==> config.mk <==
export PLATFORM = sky130hd
export DESIGN_NAME = kronos_mem_arbiter
export DESIGN_NICKNAME = d
export VERILOG_FILES = /design/src/rtl/kronos_mem_arbiter.sv
export SDC_FILE = /design/constraint.sdc
export NUM_CORES = 1
export LEC_CHECK = 0
export BUFFER_PORTS_ARGS = -buffer_cell sky130_fd_sc_hd__buf_2
export CORE_AREA = 10 10 99 101
export CTS_BUF_LIST = sky130_fd_sc_hd__clkbuf_8
export CTS_CLUSTER_SIZE = 8
export DETAILED_ROUTE_END_ITERATION = 10
export DIE_AREA = 0 0 109 111
export HOLD_SLACK_MARGIN = 0.15
export PLACE_DENSITY_LB_ADDON = 0.08
export SLEW_MARGIN = 0
export SYNTH_ARGS = -nofsm -noshare
export SYNTH_HDL_FRONTEND = slang
export SYNTH_SLANG_ARGS = --single-unit
export TNS_END_PERCENT = 20
==> constraint.sdc <==
create_clock -name clk -period 2.3 [get_ports clk]
set_clock_uncertainty 0.15 [all_clocks]
set_input_delay 0 -clock clk [delete_from_list [all_inputs] [get_ports clk]]
set_output_delay 0 -clock clk [all_outputs]
set_load 0.01 [all_outputs]
==> src/rtl/kronos_mem_arbiter.sv <==
// Shares one memory port between kronos_core instruction fetch and load/store.
// Optional build macro KRONOS_ARB_RR_EN selects round-robin instead of data priority with fetch starvation guard.
module kronos_mem_arbiter #(
    parameter int MAX_WAIT = 8,
    parameter int CNT_W    = $clog2(MAX_WAIT + 1)
) (
    input  logic        clk,
    input  logic        rst,
    input  logic [31:0] instr_addr,
    input  logic        instr_req,
    output logic [31:0] instr_data,
    output logic        instr_ack,
    input  logic [31:0] data_addr,
    input  logic [31:0] data_wr_data,
    input  logic [3:0]  data_mask,
    input  logic        data_wr_en,
    input  logic        data_req,
    output logic [31:0] data_rd_data,
    output logic        data_ack,
    output logic [31:0] mem_addr,
    output logic [31:0] mem_wr_data,
    output logic [3:0]  mem_mask,
    output logic        mem_wr_en,
    output logic        mem_req,
    input  logic [31:0] mem_rd_data,
    input  logic        mem_ack,
    output logic        grant_instr,
    output logic        grant_data
);

    typedef enum logic [1:0] {
        IDLE  = 2'd0,
        GNT_I = 2'd1,
        GNT_D = 2'd2
    } state_t;

    state_t state_r;
    state_t state_s;
    logic   data_first_s;

    // data_first breaks the tie when both requesters are pending
    function automatic state_t arb_fn(input logic ri, input logic rd, input logic data_first);
        state_t res;
        if (rd && (!ri || data_first)) begin
            res = GNT_D;
        end else if (ri) begin
            res = GNT_I;
        end else begin
            res = IDLE;
        end
        return res;
    endfunction

`ifdef KRONOS_ARB_RR_EN
    logic prio_r;

    assign data_first_s = prio_r;

    // round-robin pointer: after an ack the other requester is preferred
    always_ff @(posedge clk) begin
        if (rst) begin
            prio_r <= 1'b1;
        end else if (data_ack) begin
            prio_r <= 1'b0;
        end else if (instr_ack) begin
            prio_r <= 1'b1;
        end else begin
            prio_r <= prio_r;
        end
    end
`else
    logic [CNT_W-1:0] wait_cnt_r;
    logic             starve_s;

    assign starve_s     = (wait_cnt_r == CNT_W'(MAX_WAIT));
    assign data_first_s = !starve_s;

    // counts data grants completed while a fetch waits; saturates at MAX_WAIT
    always_ff @(posedge clk) begin
        if (rst) begin
            wait_cnt_r <= {CNT_W{1'b0}};
        end else if (instr_ack || ((state_r == IDLE) && !instr_req)) begin
            wait_cnt_r <= {CNT_W{1'b0}};
        end else if (data_ack && instr_req && !starve_s) begin
            wait_cnt_r <= wait_cnt_r + CNT_W'(1);
        end else begin
            wait_cnt_r <= wait_cnt_r;
        end
    end
`endif

    // grant state register; the only place a grant is remembered
    always_ff @(posedge clk) begin
        if (rst) begin
            state_r <= IDLE;
        end else begin
            state_r <= state_s;
        end
    end

    // next grant: arbitrate in IDLE, hand over on ack, release on withdrawal
    always_comb begin
        state_s = state_r;
        case (state_r)
            IDLE: begin
                state_s = arb_fn(instr_req, data_req, data_first_s);
            end
            GNT_I: begin
                if (mem_ack) begin
                    state_s = arb_fn(1'b0, data_req, data_first_s);
                end else if (!instr_req) begin
                    state_s = IDLE;
                end else begin
                    state_s = GNT_I;
                end
            end
            GNT_D: begin
                if (mem_ack) begin
                    state_s = arb_fn(instr_req, 1'b0, data_first_s);
                end else if (!data_req) begin
                    state_s = IDLE;
                end else begin
                    state_s = GNT_D;
                end
            end
            default: begin
                state_s = IDLE;
            end
        endcase
    end

    assign grant_instr = (state_r == GNT_I);
    assign grant_data  = (state_r == GNT_D);

    // memory-side mux; fetches are always full-word reads
    always_comb begin
        mem_req     = 1'b0;
        mem_addr    = 32'h0000_0000;
        mem_wr_data = 32'h0000_0000;
        mem_mask    = 4'h0;
        mem_wr_en   = 1'b0;
        case (state_r)
            GNT_I: begin
                mem_req     = instr_req;
                mem_addr    = instr_addr;
                mem_wr_data = 32'h0000_0000;
                mem_mask    = 4'hF;
                mem_wr_en   = 1'b0;
            end
            GNT_D: begin
                mem_req     = data_req;
                mem_addr    = data_addr;
                mem_wr_data = data_wr_data;
                mem_mask    = data_mask;
                mem_wr_en   = data_wr_en;
            end
            default: begin
                mem_req     = 1'b0;
                mem_addr    = 32'h0000_0000;
                mem_wr_data = 32'h0000_0000;
                mem_mask    = 4'h0;
                mem_wr_en   = 1'b0;
            end
        endcase
    end

    // acks follow mem_ack in the same cycle; an ack in IDLE goes nowhere
    always_comb begin
        instr_ack    = mem_ack & grant_instr;
        data_ack     = mem_ack & grant_data;
        instr_data   = 32'h0000_0000;
        data_rd_data = 32'h0000_0000;
        if (instr_ack) begin
            instr_data = mem_rd_data;
        end else begin
            instr_data = 32'h0000_0000;
        end
        if (data_ack) begin
            data_rd_data = mem_rd_data;
        end else begin
            data_rd_data = 32'h0000_0000;
        end
    end

endmodule

==> qor.txt <==
status -> complete, no violations
Slew headroom -> 67.97%
dpl hpwl -> 9362 µm
wire length of the first global-routing pass -> 16790 µm
fin crit share -> 91.31%
Pint -> 0.4543 mW
Layout Cells excl Fill -> 615
Critical Path RT -> 2.25 ns
area after detailed placement -> 3058 µm²
simple-gate share of the synthesized area -> 57.67%
Pwr Total -> 0.7375 mW
share of layout cells above drive strength 1 -> 56.27%
setup_tns -> 0 ns
Yosys reg bits -> 6
Routed WL per cell -> 18.20 µm
Max VDD drop -> 0.1344 mV
initial antenna violation count -> 0
core area -> 7969 µm²
H-Tree Depth -> 1
r2r endpoint -> state_r[0]
Placed Cells -> 603
mapped cell area -> 1614 µm²
DIE HEIGHT -> 111 µm
Pre-antenna DRT Iters -> 5
Tot GR Track Use -> 17.35%
fin. max-slew vios -> 0
Routed Antenna Nets -> 0
Final Hold Slack -> 0.1456 ns
CP max FO -> 24
Unique masters post-synth -> 24
Final Critical Period -> 2.100 ns
RSZ-0062 raised after global routing -> no
worst skew pair latency -> 0.22 ns
largest net degree at the start of global routing -> 63
area grow syn2layout -> 97.75%
metal1 wirelength -> 3740 µm
Total Wirelength -> 11190 µm
arrival time worst endpoint -> 2.05 ns
PwrDens -> 231.1 nW/µm²
Nets -> 656
Ports -> 276
Final GP Congestion -> 0.8426
sequential area share after synthesis -> 7.442%
Hold Path Sink -> mem_wr_data[3]
clock share of power -> 21.2%
diodes inserted -> 0
Sink Count -> 6
mux contribution to synthesized area -> 0%
die footprint -> 12100 µm²
met3 wire length -> 1246 µm
grt total ovfl -> 0
CTS max path bufs -> 2
Crit Path Class -> register to register
R2R Path Start -> state_r[1]
# rows -> 33
vias in the first global route -> 2856
leakage power -> 2.104 nW
Post-Synth XOR/XNOR Area -> 0%
clock-pin slew on the worst setup and hold paths -> 0.03 ns
Crit. End Element -> register
via/cell ratio -> 4.459
Mapped Cells -> 248
Initial Utilization -> 20.25%
Hold Vio Cnt, Final -> 0
Min-Delay Path Class -> input pin to primary output
Least-Margin Pin Slew -> 0.4805 ns
FF-to-FF path depth -> 5
Hold Path Depth -> 3
Max Cap Violations -> 0
part of the power in registers -> 14.9%
top sig layer -> met4
Worst R2R Setup Slack -> 0.20 ns
main combinational cell family by area after synthesis -> simple AND/OR/NAND/NOR gates
Die X -> 109 µm
met2 wire length -> 6133 µm
via count -> 2742
startpoint types -> register
Synth Area in Adders -> 4.651%
DRC -> 0
Logic pwr share -> 63.9%
CTS root buf -> clkbuf_8
post-route cell area -> 3192 µm²
Net Sw Power -> 0.2832 mW
f_max -> 0.4762 GHz
CTS tree -> done
switch share -> 38.40%
initial DRC count -> 126
total CTS buffers -> 3
syn_area_per_cell -> 6.508 µm²
Final setup viols -> 0
complex-gate fraction of the synthesized area -> 21.40%
synth warn -> 0
net count after synthesis -> 392
port bufs -> 275
HP Start -> data_wr_data[3]
-- sequential cells by signal, indices dropped and copies added (netlist names) --
register	cells
wait_cnt_r	4
state_r	2
-- worst max path at each step --
| stage | from | to | slack [ns] | cells past startpoint |
|---|---|---|---|---|
| finish | state_r[1] | state_r[0] | 0.20 | 5 |
| global placement | state_r[1] | mem_addr[19] | 0.58 | 6 |
| CTS | state_r[0] | state_r[1] | 0.12 | 6 |
| detailed placement | state_r[0] | mem_addr[19] | 0.56 | 6 |
| floorplan | state_r[0] | wait_cnt_r[2] | 0.70 | 6 |
| global route | state_r[1] | state_r[0] | 0.1 | 5 |
-- Yosys cell counts, drive strengths merged --
cell type / instances / area share (%)
inv: 5 / 1.2
or3: 1 / 0.39
and3b: 1 / 0.54
and3: 65 / 25
or4: 1 / 0.47
nand3: 4 / 1.2
o311a: 1 / 0.62
nor2b: 38 / 15
nor2: 1 / 0.23
a211o: 1 / 0.54
nand2b: 1 / 0.39
nand3b: 1 / 0.47
a21boi: 1 / 0.47
a31oi: 1 / 0.39
nand2: 2 / 0.47
clkbuf: 25 / 5.8
a22oi: 33 / 15
dfxtp: 6 / 7.4
clkinvlp: 1 / 0.31
and2: 35 / 14
a21oi: 9 / 2.8
buf: 5 / 1.6
ha: 6 / 4.7
o21ai: 4 / 1.2
-- per-layer routing --
layer  global-route usage (%)  vias up
met5                        0        -
met4                    2.287        0
li1                         -     1399
met1                    16.69     1209
met3                    8.140        8
met2                    32.89      126
-- cell type report --
class	instances	area, µm²
Inverter	6	23.77
Fill cell	860	4777
Tap cell	105	131.4
Timing Repair Buffer	289	1516
Clock buffer	3	41.29
Sequential cell	6	120.1
Multi-Input combinational cell	206	1359
-- cells by family (layout without fill, tap and decap cells) --
kind of cell	Yosys count	after routing
AO/OA/AOI/OAI	50	50
adder cells (fa/ha/maj)	6	6
AND/OR/NAND/NOR	150	150
flip-flops	6	6
buffers and inverters	36	298
-- placed cells by master (no fill, tap or decap), drive strengths merged, types with 2 or more instances in the layout --
| cell type | Yosys | layout |
|---|---|---|
| and2 | 35 | 35 |
| ha | 6 | 6 |
| and3 | 65 | 65 |
| nand2 | 2 | 2 |
| dfxtp | 6 | 6 |
| clkbuf | 25 | 3 |
| nor2b | 38 | 38 |
| o21ai | 4 | 4 |
| nand3 | 4 | 4 |
| buf | 5 | 280 |
| a21oi | 9 | 9 |
| a22oi | 33 | 33 |
| inv | 5 | 5 |
| dlygate4sd3 | 0 | 9 |
-- metrics by stage --
stage	worst slack, ns	utilization (%)
after detailed placement	0.5647	38.37
after floorplan	0.6969	-
after CTS	0.1158	40.02
after global routing	0.09594	40.05
final	0.1998	40.05
after global placement	0.5810	38.37
-- power groups by stage --
stage	Combinational, mW	Clock, mW	Sequential [mW]
global route	0.524	0.173	0.110
detailed placement	0.460	0	0.111
finish	0.471	0.157	0.110
global placement	0.460	0	0.111
floorplan	0.225	0	0.110
CTS	0.474	0.161	0.109
-- worst max-delay path, stage by stage (launching register included) --
cell and delay [ns]:
dfxtp_1 0.35, inv_1 0.08, ha_2 0.31, nor2b_1 0.19, o311a_1 0.33, dlygate4sd3_1 0.57
-- timing repair --
action,4_1_cts,5_1_grt
hold buffers,9,1
resized for setup,0,1
setup buffers,0,0
endpoints found under the setup margin,0,1
hold endpoints to repair,9,1
Note: power is estimated with default switching activity, not from simulation.
